<file path="src/rtl/game_round_ctrl.sv">
// game_round_ctrl
// Sequences one dance round: IDLE -> PRESTART (3-2-1) -> PLAYING <-> PAUSED -> OVER.
// Owns the one-second prescaler, the round countdown and the beat divider that
// feeds the note spawner.
//
// Optional build macro: GAME_ROUND_HURRY_UP_EN
//   defined   : hurry flag in the last HURRY_SECS seconds, and double beat tempo
//               (the new beat period takes effect at the next beat wrap)
//   undefined : hurry tied low, beat period always BEAT_DIV
//
// Ports
//   CLOCK_50       in   system clock
//   reset          in   asynchronous, active-high reset
//   start_pulse    in   one-cycle start/restart request
//   pause_pulse    in   one-cycle pause/resume toggle
//   state          out  [2:0] IDLE=0 PRESTART=1 PLAYING=2 PAUSED=3 OVER=4
//   secs_left      out  [6:0] round seconds remaining
//   prestart_left  out  [1:0] pre-start seconds remaining
//   sec_tick       out  pulse coincident with each secs_left decrement
//   beat_tick      out  one-cycle beat pulse
//   play_active    out  high in PLAYING only
//   game_over      out  high in OVER only
//   hurry          out  hurry-up flag
module game_round_ctrl #(
  parameter int CLKS_PER_SEC  = 50000000,
  parameter int ROUND_SECS    = 60,
  parameter int PRESTART_SECS = 3,
  parameter int BEAT_DIV      = 25000000,
  parameter int HURRY_SECS    = 10
) (
  input  logic       CLOCK_50,
  input  logic       reset,
  input  logic       start_pulse,
  input  logic       pause_pulse,
  output logic [2:0] state,
  output logic [6:0] secs_left,
  output logic [1:0] prestart_left,
  output logic       sec_tick,
  output logic       beat_tick,
  output logic       play_active,
  output logic       game_over,
  output logic       hurry
);

  typedef enum logic [2:0] {
    IDLE     = 3'd0,
    PRESTART = 3'd1,
    PLAYING  = 3'd2,
    PAUSED   = 3'd3,
    OVER     = 3'd4
  } state_t;

  localparam int PW = (CLKS_PER_SEC > 1) ? $clog2(CLKS_PER_SEC) : 1;
  localparam int BW = (BEAT_DIV > 1) ? $clog2(BEAT_DIV) : 1;
  localparam logic [PW-1:0] PRESC_MAX  = PW'(CLKS_PER_SEC - 1);
  localparam logic [BW-1:0] BEAT_FULL  = BW'(BEAT_DIV - 1);
  localparam logic [6:0]    ROUND_LOAD = 7'(ROUND_SECS);
  localparam logic [1:0]    PRE_LOAD   = 2'(PRESTART_SECS);

  state_t        st_q, st_d;
  logic [PW-1:0] presc_q, presc_d;
  logic [BW-1:0] beat_q, beat_d;
  logic [BW-1:0] beat_term;
  logic [6:0]    secs_d;
  logic [1:0]    pre_d;
  logic          sec_tick_d, beat_tick_d;
  logic          strobe;

  // Terminal count of the prescaler; only acted on in PRESTART/PLAYING,
  // since PAUSED may legitimately hold the counter at its terminal value.
  assign strobe = (presc_q == PRESC_MAX);
  assign state  = st_q;

  always_comb begin
    st_d        = st_q;
    presc_d     = presc_q;
    beat_d      = beat_q;
    secs_d      = secs_left;
    pre_d       = prestart_left;
    sec_tick_d  = 1'b0;
    beat_tick_d = 1'b0;
    case (st_q)
      IDLE: begin
        presc_d = '0;
        if (start_pulse) begin
          st_d   = PRESTART;
          pre_d  = PRE_LOAD;
          secs_d = ROUND_LOAD;
        end
      end
      PRESTART: begin
        presc_d = strobe ? '0 : presc_q + PW'(1);
        if (strobe) begin
          pre_d = prestart_left - 2'd1;
          if (prestart_left == 2'd1) begin
            st_d    = PLAYING;
            presc_d = '0;
            beat_d  = '0;
          end
        end
      end
      PLAYING: begin
        presc_d     = strobe ? '0 : presc_q + PW'(1);
        beat_d      = (beat_q == beat_term) ? '0 : beat_q + BW'(1);
        beat_tick_d = (beat_q == beat_term);
        if (pause_pulse) st_d = PAUSED;
        if (strobe) begin
          secs_d     = secs_left - 7'd1;
          sec_tick_d = 1'b1;
          // Final second: OVER overrides a coincident pause and the beat.
          if (secs_left == 7'd1) begin
            st_d        = OVER;
            beat_tick_d = 1'b0;
            presc_d     = '0;
          end
        end
      end
      PAUSED: begin
        if (pause_pulse) st_d = PLAYING;
      end
      OVER: begin
        presc_d = '0;
        if (start_pulse) begin
          st_d   = PRESTART;
          pre_d  = PRE_LOAD;
          secs_d = ROUND_LOAD;
        end
      end
      default: st_d = IDLE;
    endcase
  end

  always_ff @(posedge CLOCK_50 or posedge reset) begin
    if (reset) begin
      st_q          <= IDLE;
      presc_q       <= '0;
      beat_q        <= '0;
      secs_left     <= ROUND_LOAD;
      prestart_left <= 2'd0;
      sec_tick      <= 1'b0;
      beat_tick     <= 1'b0;
      play_active   <= 1'b0;
      game_over     <= 1'b0;
    end else begin
      st_q          <= st_d;
      presc_q       <= presc_d;
      beat_q        <= beat_d;
      secs_left     <= secs_d;
      prestart_left <= pre_d;
      sec_tick      <= sec_tick_d;
      beat_tick     <= beat_tick_d;
      play_active   <= (st_d == PLAYING);
      game_over     <= (st_d == OVER);
    end
  end

`ifdef GAME_ROUND_HURRY_UP_EN
  localparam logic [BW-1:0] BEAT_HALF = BW'(BEAT_DIV / 2 - 1);
  localparam logic [6:0]    HURRY_LIM = 7'(HURRY_SECS);

  logic [BW-1:0] beat_term_q, beat_term_d;
  logic          hurry_q, hurry_d;

  // The beat period is only re-chosen at a wrap so a beat is never cut short.
  always_comb begin
    beat_term_d = beat_term_q;
    if (st_q == PRESTART && st_d == PLAYING)
      beat_term_d = BEAT_FULL;
    else if (st_q == PLAYING && beat_q == beat_term_q)
      beat_term_d = hurry_q ? BEAT_HALF : BEAT_FULL;
    hurry_d = (st_d == PLAYING || st_d == PAUSED) &&
              (secs_d != 7'd0) && (secs_d <= HURRY_LIM);
  end

  always_ff @(posedge CLOCK_50 or posedge reset) begin
    if (reset) begin
      beat_term_q <= BEAT_FULL;
      hurry_q     <= 1'b0;
    end else begin
      beat_term_q <= beat_term_d;
      hurry_q     <= hurry_d;
    end
  end

  assign beat_term = beat_term_q;
  assign hurry     = hurry_q;
`else
  assign beat_term = BEAT_FULL;
  assign hurry     = 1'b0;
`endif

endmodule

</file>
<file path="config.mk">
export PLATFORM = sky130hd
export DESIGN_NAME = game_round_ctrl
export DESIGN_NICKNAME = d
export VERILOG_FILES = /design/src/rtl/game_round_ctrl.sv
export SDC_FILE = /design/constraint.sdc
export NUM_CORES = 1
export LEC_CHECK = 0
export CAP_MARGIN = 20
export CELL_PAD_IN_SITES_DETAIL_PLACEMENT = 1
export CELL_PAD_IN_SITES_GLOBAL_PLACEMENT = 1
export CORE_MARGIN = 4
export CORE_UTILIZATION = 40
export CTS_CLUSTER_DIAMETER = 120
export DETAILED_ROUTE_END_ITERATION = 6
export PLACE_DENSITY_LB_ADDON = 0.1
export SYNTH_ARGS = -nofsm -noshare
export SYNTH_HDL_FRONTEND = slang
export SYNTH_SLANG_ARGS = --single-unit
</file>
<file path="constraint.sdc">
create_clock -name CLOCK_50 -period 3.5 [get_ports CLOCK_50]
set_clock_uncertainty 0.2 [all_clocks]
set_input_delay 1.05 -clock CLOCK_50 [delete_from_list [all_inputs] [get_ports CLOCK_50]]
set_output_delay 1.05 -clock CLOCK_50 [all_outputs]
set_load 0.005 [all_outputs]
</file>
==> impl_metrics.csv, run 1 <==
group,metric,value,unit
worst_setup_path,critPathMaxFanout,10,
final_layout,drive_above_1_share,0.139,
clocking,clk_pin_slew_worst_paths,0.08,ns
timing,rsz0062_at_grt,"no",
worst_setup_path,worstSetupPathType,"reg -> out",
logic_synthesis,synth_top_cell_area_share,0.411,
final_layout,fillers,1094,
global_route,grt_antenna_before_repair,0,
logic_synthesis,seq_area_frac_synth,0.439,
timing,period_needed,2.88,ns
final_layout,multi_input_area,2000,µm²
worst_setup_path,crit_arrival,1.63,ns
worst_setup_path,crit_start,"state[1]",
routing,vias,3191,
worst_setup_path,worstPathCellList,"buf_4, clkdlybuf4s50_1",
clocking,insertion_delay,0.35,ns
worst_hold_path,min_from,"presc_q[5]",
logic_synthesis,synth-seq-cells,67,
power_and_ir_drop,powerDensity,383,nW/µm²
logic_synthesis,synthTopCellsByCount,"dfrtp_1 (63), nand2_1 (34), a21oi_1 (27), nand3_1 (25), nor2_1 (24)",
floorplanning,dieWidth,106,µm
routing,firstDrtPassIters,4,
clocking,clockRootBuffer,"clkbuf_8",
logic_synthesis,syn_inst,402,
global_route,grt_pass1_wl,16500,µm
logic_synthesis,synth_fp_nets,411,
logic_synthesis,netlist_area,3830,µm²
routing,drt_iter0_markers,108,
floorplanning,die_y,106,µm
logic_synthesis,synth.distinct_cells,65,
logic_synthesis,synth_most_common_cell,"dfrtp_1",
logic_synthesis,async_flop_share,1.00,
logic_synthesis,synth_fa_ha_area_frac,0.0189,
logic_synthesis,synth_mux_area_frac,0.0131,
placement,gp_congestion,0.794,
floorplanning,core,9280,µm²
worst_setup_path,r2r-start,"presc_q[7]",
final_layout,num-nets-final,436,
floorplanning,die_area,11200,µm²
clocking,cts_max_level,3,
placement,dp_slack,0.586,ns
global_route,grt_use_total,0.182,
timing,period_share,0.824,
logic_synthesis,synth.largest_area_cell,"dfrtp_1",
floorplanning,initial_core_util,0.413,
clocking,cts_hold_buf,0,
timing,worst_pin_slew,0.698,ns
placement,dpl_cell_area,4170,µm²
worst_hold_path,min_path_type,"reg -> reg",
run,maxCapViolCount,0,
clocking,cts_inserted_buffers,9,
global_route,grt_overflow_total,0,
logic_synthesis,synthSimpleGateAreaFrac,0.294,
final_layout,diodes,0,
timing,maxSlewHeadroom,0.531,
timing,fmax,0.347,GHz
clocking,cts_sinks,67,
global_route,grt_start_max_net_pins,45,
logic_synthesis,synth_area_leaders,"dfrtp_1 (41%), xor2_1 (4.1%), or4_1 (3.7%)",
routing,via_per_inst,5.69,
timing,fin_setup_tns,0,ns
final_layout,final_area,4390,µm²
timing,slew_viol_final,0,
logic_synthesis,ys_warn_count,0,
clocking,cts.repair.resized,0,
logic_synthesis,synth_top_family_by_area,"simple AND/OR/NAND/NOR gates",
placement,port_buffers,19,
routing,drt-wirelength-per-cell,17.1,µm
logic_synthesis,synth_edf_count,0,
placement,dp_hpwl,6640,µm
final_layout,area_delta_synth_final,14.6,%
timing,finalSetupViolCount,0,
worst_setup_path,cp.required,2.25,ns
logic_synthesis,synth_flop_cell,"dfrtp_1",
logic_synthesis,synth_compound_area_frac,0.144,
routing,drc,0,
floorplanning,rows,35,
clocking,cts_tree,"done",
clocking,clock_path_buffers,2,
power_and_ir_drop,ir_worst_vdd,220,µV
run_status,status,"finished, final reports clean",
routing,drtAntennaViolNets,0,
timing,hold_slack,0.330,ns
clocking,post_cts_buffers,0,
final_layout,final-seq-area,1680,µm²
worst_setup_path,crit_path_start_kind,"flip-flop",
worst_setup_path,critPathSlowestCell,"dfrtp_1",
routing,wl,9590,µm
timing,setup_ws,0.617,ns
logic_synthesis,synth.avg_cell_area,9.54,µm²
logic_synthesis,synth_xor_area_frac,0.0525,
global_route,grt_pass1_vias,3240,
floorplanning,io_pins,21,
timing,finalHoldViolations,0,
worst_setup_path,end_kind,"output pin",
worst_setup_path,max_stage_delay,0.54,ns
power_and_ir_drop,p_leak,1.74,nW
state kept, by name, summed over array words and instances (netlist names), 2 cells and up:
signal / flops
beat_q: 25
presc_q: 26
prestart_left: 2
secs_left: 7
state: 3
cell usage in the layout (no fill, tap or decap), types with 4 or more instances in the layout:
master	Yosys	final
a21o_1	5	5
a21oi_1	27	27
and2_1	4	4
and4_1	7	7
buf_4	2	10
clkbuf_8	0	9
clkdlybuf4s50_1	0	19
dfrtp_1	63	63
dfstp_2	4	4
ha_1	5	5
inv_1	10	9
mux2i_1	5	5
nand2_1	34	34
nand3_1	25	25
nand4_1	19	19
nor2_1	24	24
nor2_2	11	11
nor3_1	13	13
o21ai_0	12	12
o31ai_1	17	17
or4_1	19	19
xnor2_1	5	5
xor2_1	18	18
routing by layer:
| layer | wire (µm) | GRT usage | vias to the layer above |
|---|---|---|---|
| met2 | 4560 | 0.297 | 32 |
| li1 | - | - | 1547 |
| met4 | 123 | 0.0555 | 0 |
| met1 | 4690 | 0.247 | 1601 |
| met3 | 219 | 0.0352 | 11 |
| met5 | 0 | 0 | - |
critical path, delay by kind of cell, from the launching register on:
| family | cells | cell delay, ns |
|---|---|---|
| buffers and inverters | 2 | 0.74 |
| flip-flops | 1 | 0.54 |
power by group:
| part | total, mW | switching, mW | internal, mW | leakage (nW) |
|---|---|---|---|---|
| registers | 0.856 | 0.0476 | 0.809 | 0.891 |
| clock network | 0.716 | 0.316 | 0.400 | 0.103 |
| logic | 0.112 | 0.0607 | 0.0510 | 0.743 |
path summary, 6_finish.rpt:
kind,end,slack (ns),cells past startpoint
max in group asynchronous,secs_left[2],1.54,3
hold / removal,presc_q[5],0.33,1
min in group asynchronous,presc_q[20],0.87,2
hold reg to reg,presc_q[5],0.33,1
setup / recovery,state[1],0.62,2
setup reg to reg,beat_q[5],0.72,7
cell families (layout without fill, tap and decap cells):
logic type / Yosys count / after routing
buffers and inverters: 27 / 57
adders and majority gates: 6 / 6
other: 1 / 1
muxes: 5 / 5
xor gates and xnor gates: 23 / 23
AOI/OAI and AO/OA: 82 / 82
and+or+nand+nor: 191 / 191
DFF: 67 / 67
area by class of cell:
class,count,area share
tap,129,0.0367
multi-input combinational,308,0.456
sequential,67,0.383
inverter,10,0.00854
clock inverter,5,0.0177
clock buffer,11,0.0299
timing repair buffer,31,0.0683
stage by stage:
step                instances   util  power (mW)
floorplan                 402      -       0.941
detailed placement        544  0.449       0.985
finish                    561  0.473        1.68
global route              561  0.473        1.77
global placement          544  0.449       0.979
CTS                       560  0.472        1.71
No activity file was read; power rests on OpenSTA's default activity.
==> run 2: changes to the inputs <==
==> constraint.sdc (replaced) <==
create_clock -name CLOCK_50 -period 2.4 [get_ports CLOCK_50]
set_clock_uncertainty 0.2 [all_clocks]
set_input_delay 0.72 -clock CLOCK_50 [delete_from_list [all_inputs] [get_ports CLOCK_50]]
set_output_delay 0.72 -clock CLOCK_50 [all_outputs]
set_load 0.005 [all_outputs]
==> impl_metrics.csv, run 2 (same netlist as run 1, synthesis figures left out) <==
group,metric,value,unit
placement,port_buffers,19,
routing,wl,11700,µm
timing,finalSetupViolCount,54,
timing,finalHoldViolations,0,
final_layout,area_delta_synth_final,38.6,%
run,maxCapViolCount,0,
worst_setup_path,cp_num_buf_inv,1,
worst_setup_path,max_stage_delay,0.56,ns
final_layout,drive_above_1_share,0.367,
global_route,grt_pass1_wl,18500,µm
global_route,grt_pass1_vias,3756,
floorplanning,initial_core_util,0.413,
final_layout,final-seq-area,1680,µm²
routing,drt_iter0_markers,89,
global_route,grt_start_max_net_pins,68,
worst_setup_path,r2r_setup_slack,-0.10,ns
floorplanning,die_y,106,µm
final_layout,layoutNonFillerInstCount,617,
worst_setup_path,crit_start,"presc_q[18]",
worst_setup_path,crit_arrival,2.58,ns
final_layout,final_common_cell,"dfrtp_1",
clocking,cts_sinks,67,
worst_setup_path,critPathMaxFanout,19,
worst_setup_path,end_kind,"flip-flop",
clocking,cts_tree,"done",
floorplanning,core,9280,µm²
worst_setup_path,cp_top_family,"simple AND/OR/NAND/NOR gates",
power_and_ir_drop,powerDensity,471,nW/µm²
worst_setup_path,critPathSlowestCell,"or4b_4",
clocking,clk_pin_slew_worst_paths,0.07,ns
placement,dp_cells,585,
worst_setup_path,rr_worst_depth,6,
final_layout,num-nets-final,492,
worst_setup_path,rr_endpoint,"beat_q[24]",
routing,firstDrtPassIters,4,
timing,period_share,1.04,
worst_setup_path,crit_path_start_kind,"flip-flop",
power_and_ir_drop,p_leak,2.16,nW
floorplanning,dieWidth,106,µm
routing,via_per_inst,5.61,
worst_setup_path,worstSetupPathType,"reg -> reg",
timing,slew_viol_final,0,
worst_setup_path,cp.required,2.47,ns
placement,gp_congestion,0.789,
placement,dp_hpwl,7210,µm
clocking,insertion_delay,0.35,ns
global_route,grt_use_total,0.200,
floorplanning,die_area,11200,µm²
worst_setup_path,cp_num_cells,6,
final_layout,multi_input_area,2420,µm²
worst_setup_path,worstPathCellList,"or4b_4, nor4_4, a21oi_2, buf_12, or4_1, a21oi_2",
timing,worst_pin_slew,0.752,ns
run_status,violations,"setup timing",
floorplanning,io_pins,21,
worst_setup_path,critPathMostFrequentCell,"a21oi_2",
final_layout,fillers,1052,
timing,hold_slack,0.361,ns
global_route,grt_overflow_total,0,
final_layout,top_register,"presc_q",
global_route,grt_antenna_before_repair,0,
final_layout,largest_reg_flops,26,
timing,maxSlewHeadroom,0.496,
timing,fmax,0.399,GHz
clocking,clockRootBuffer,"clkbuf_8",
timing,setup_ws,-0.103,ns
floorplanning,rows,35,
worst_setup_path,r2r-start,"presc_q[18]",
final_layout,reg_top3,"presc_q (26), beat_q (25), secs_left (7)",
worst_setup_path,cp-endpoint,"beat_q[24]",
run_status,status,"complete, but fails checks",
clocking,cts_max_level,3,
worst_hold_path,min_path_type,"reg -> reg",
final_layout,diodes,0,
routing,drc,0,
routing,vias,3461,
timing,rsz0062_at_grt,"yes",
routing,drt-wirelength-per-cell,18.9,µm
clocking,cts_inserted_buffers,9,
clocking,clock_path_buffers,2,
routing,drtAntennaViolNets,0,
final_layout,final_cell_mix,"dfrtp_1 (63), buf_4 (53), nand2_1 (31), nand3_1 (22)",
power_and_ir_drop,ir_worst_vdd,359,µV
timing,period_needed,2.50,ns
==> run 2: cell count changes in the layout (fill, tap and decap cells not counted), sizes merged <==
| cell | delta |
|---|---|
| bufinv | -1 |
| clkinv | -1 |
| buf | +53 |
| clkinvlp | +2 |
| and2 | +1 |
| inv | -1 |
| clkbuf | +3 |
==> run 2: metrics by stage <==
| step | TNS [ns] | cell area [µm²] | util | setup slack (ns) | power [mW] |
|---|---|---|---|---|---|
| final | -3.06 | 5310 | 0.572 | -0.103 | 2.50 |
| after global routing | -7.27 | 5310 | 0.572 | -0.205 | 2.61 |
| after CTS | -3.05 | 4910 | 0.529 | -0.116 | 2.51 |
| after detailed placement | -3.62 | 4510 | 0.485 | -0.132 | 1.48 |
| after global placement | -1.36 | 4510 | 0.485 | -0.0810 | 1.47 |
| after floorplan | -3.31 | 3840 | - | -0.152 | 1.37 |
==> run 2: worst reg2reg max path: cells and delay by family (launching register included) <==
family	cells	cell delay [ns]
AO/OA/AOI/OAI	2	0.27
buffers and inverters	1	0.17
flip-flops	1	0.38
AND/OR/NAND/NOR	3	1.42
==> run 2: worst min-delay path by stage <==
| stage | start | to | cells after the start |
|---|---|---|---|
| CTS | beat_q[24] | beat_q[24] | 2 |
| global route | beat_q[24] | beat_q[24] | 2 |
| floorplan | beat_q[0] | beat_q[0] | 1 |
| global placement | presc_q[5] | presc_q[5] | 1 |
| detailed placement | state[0] | state[2] | 1 |
| finish | beat_q[24] | beat_q[24] | 2 |
==> run 2: power breakdown <==
part,switching [mW],internal (mW)
registers,0.0454,1.18
clock network,0.465,0.536
logic,0.144,0.133
total,0.655,1.85
==> run 2: timing repair <==
| action | CTS | global route |
|---|---|---|
| gates cloned | 2 | 2 |
| pin swaps | 24 | 35 |
| setup buffers | 6 | 7 |
| hold buffers | 0 | 0 |
| gates resized for setup | 28 | 70 |
| endpoints found under the setup margin | 54 | 64 |
==> run 2: metal layers <==
metal | global-route usage | part of all wire
met5 | 0 | 0
met1 | 0.254 | 0.44
met3 | 0.0213 | 0.014
met2 | 0.361 | 0.54
met4 | 0.0555 | 0.012
==> run 2: area by class of cell <==
type,instances,area share
Clock buffer,12,0.0292
Multi-Input combinational cell,309,0.456
Inverter,10,0.00777
Sequential cell,67,0.317
Clock inverter,4,0.00942
Tap cell,129,0.0304
Timing Repair Buffer,86,0.150
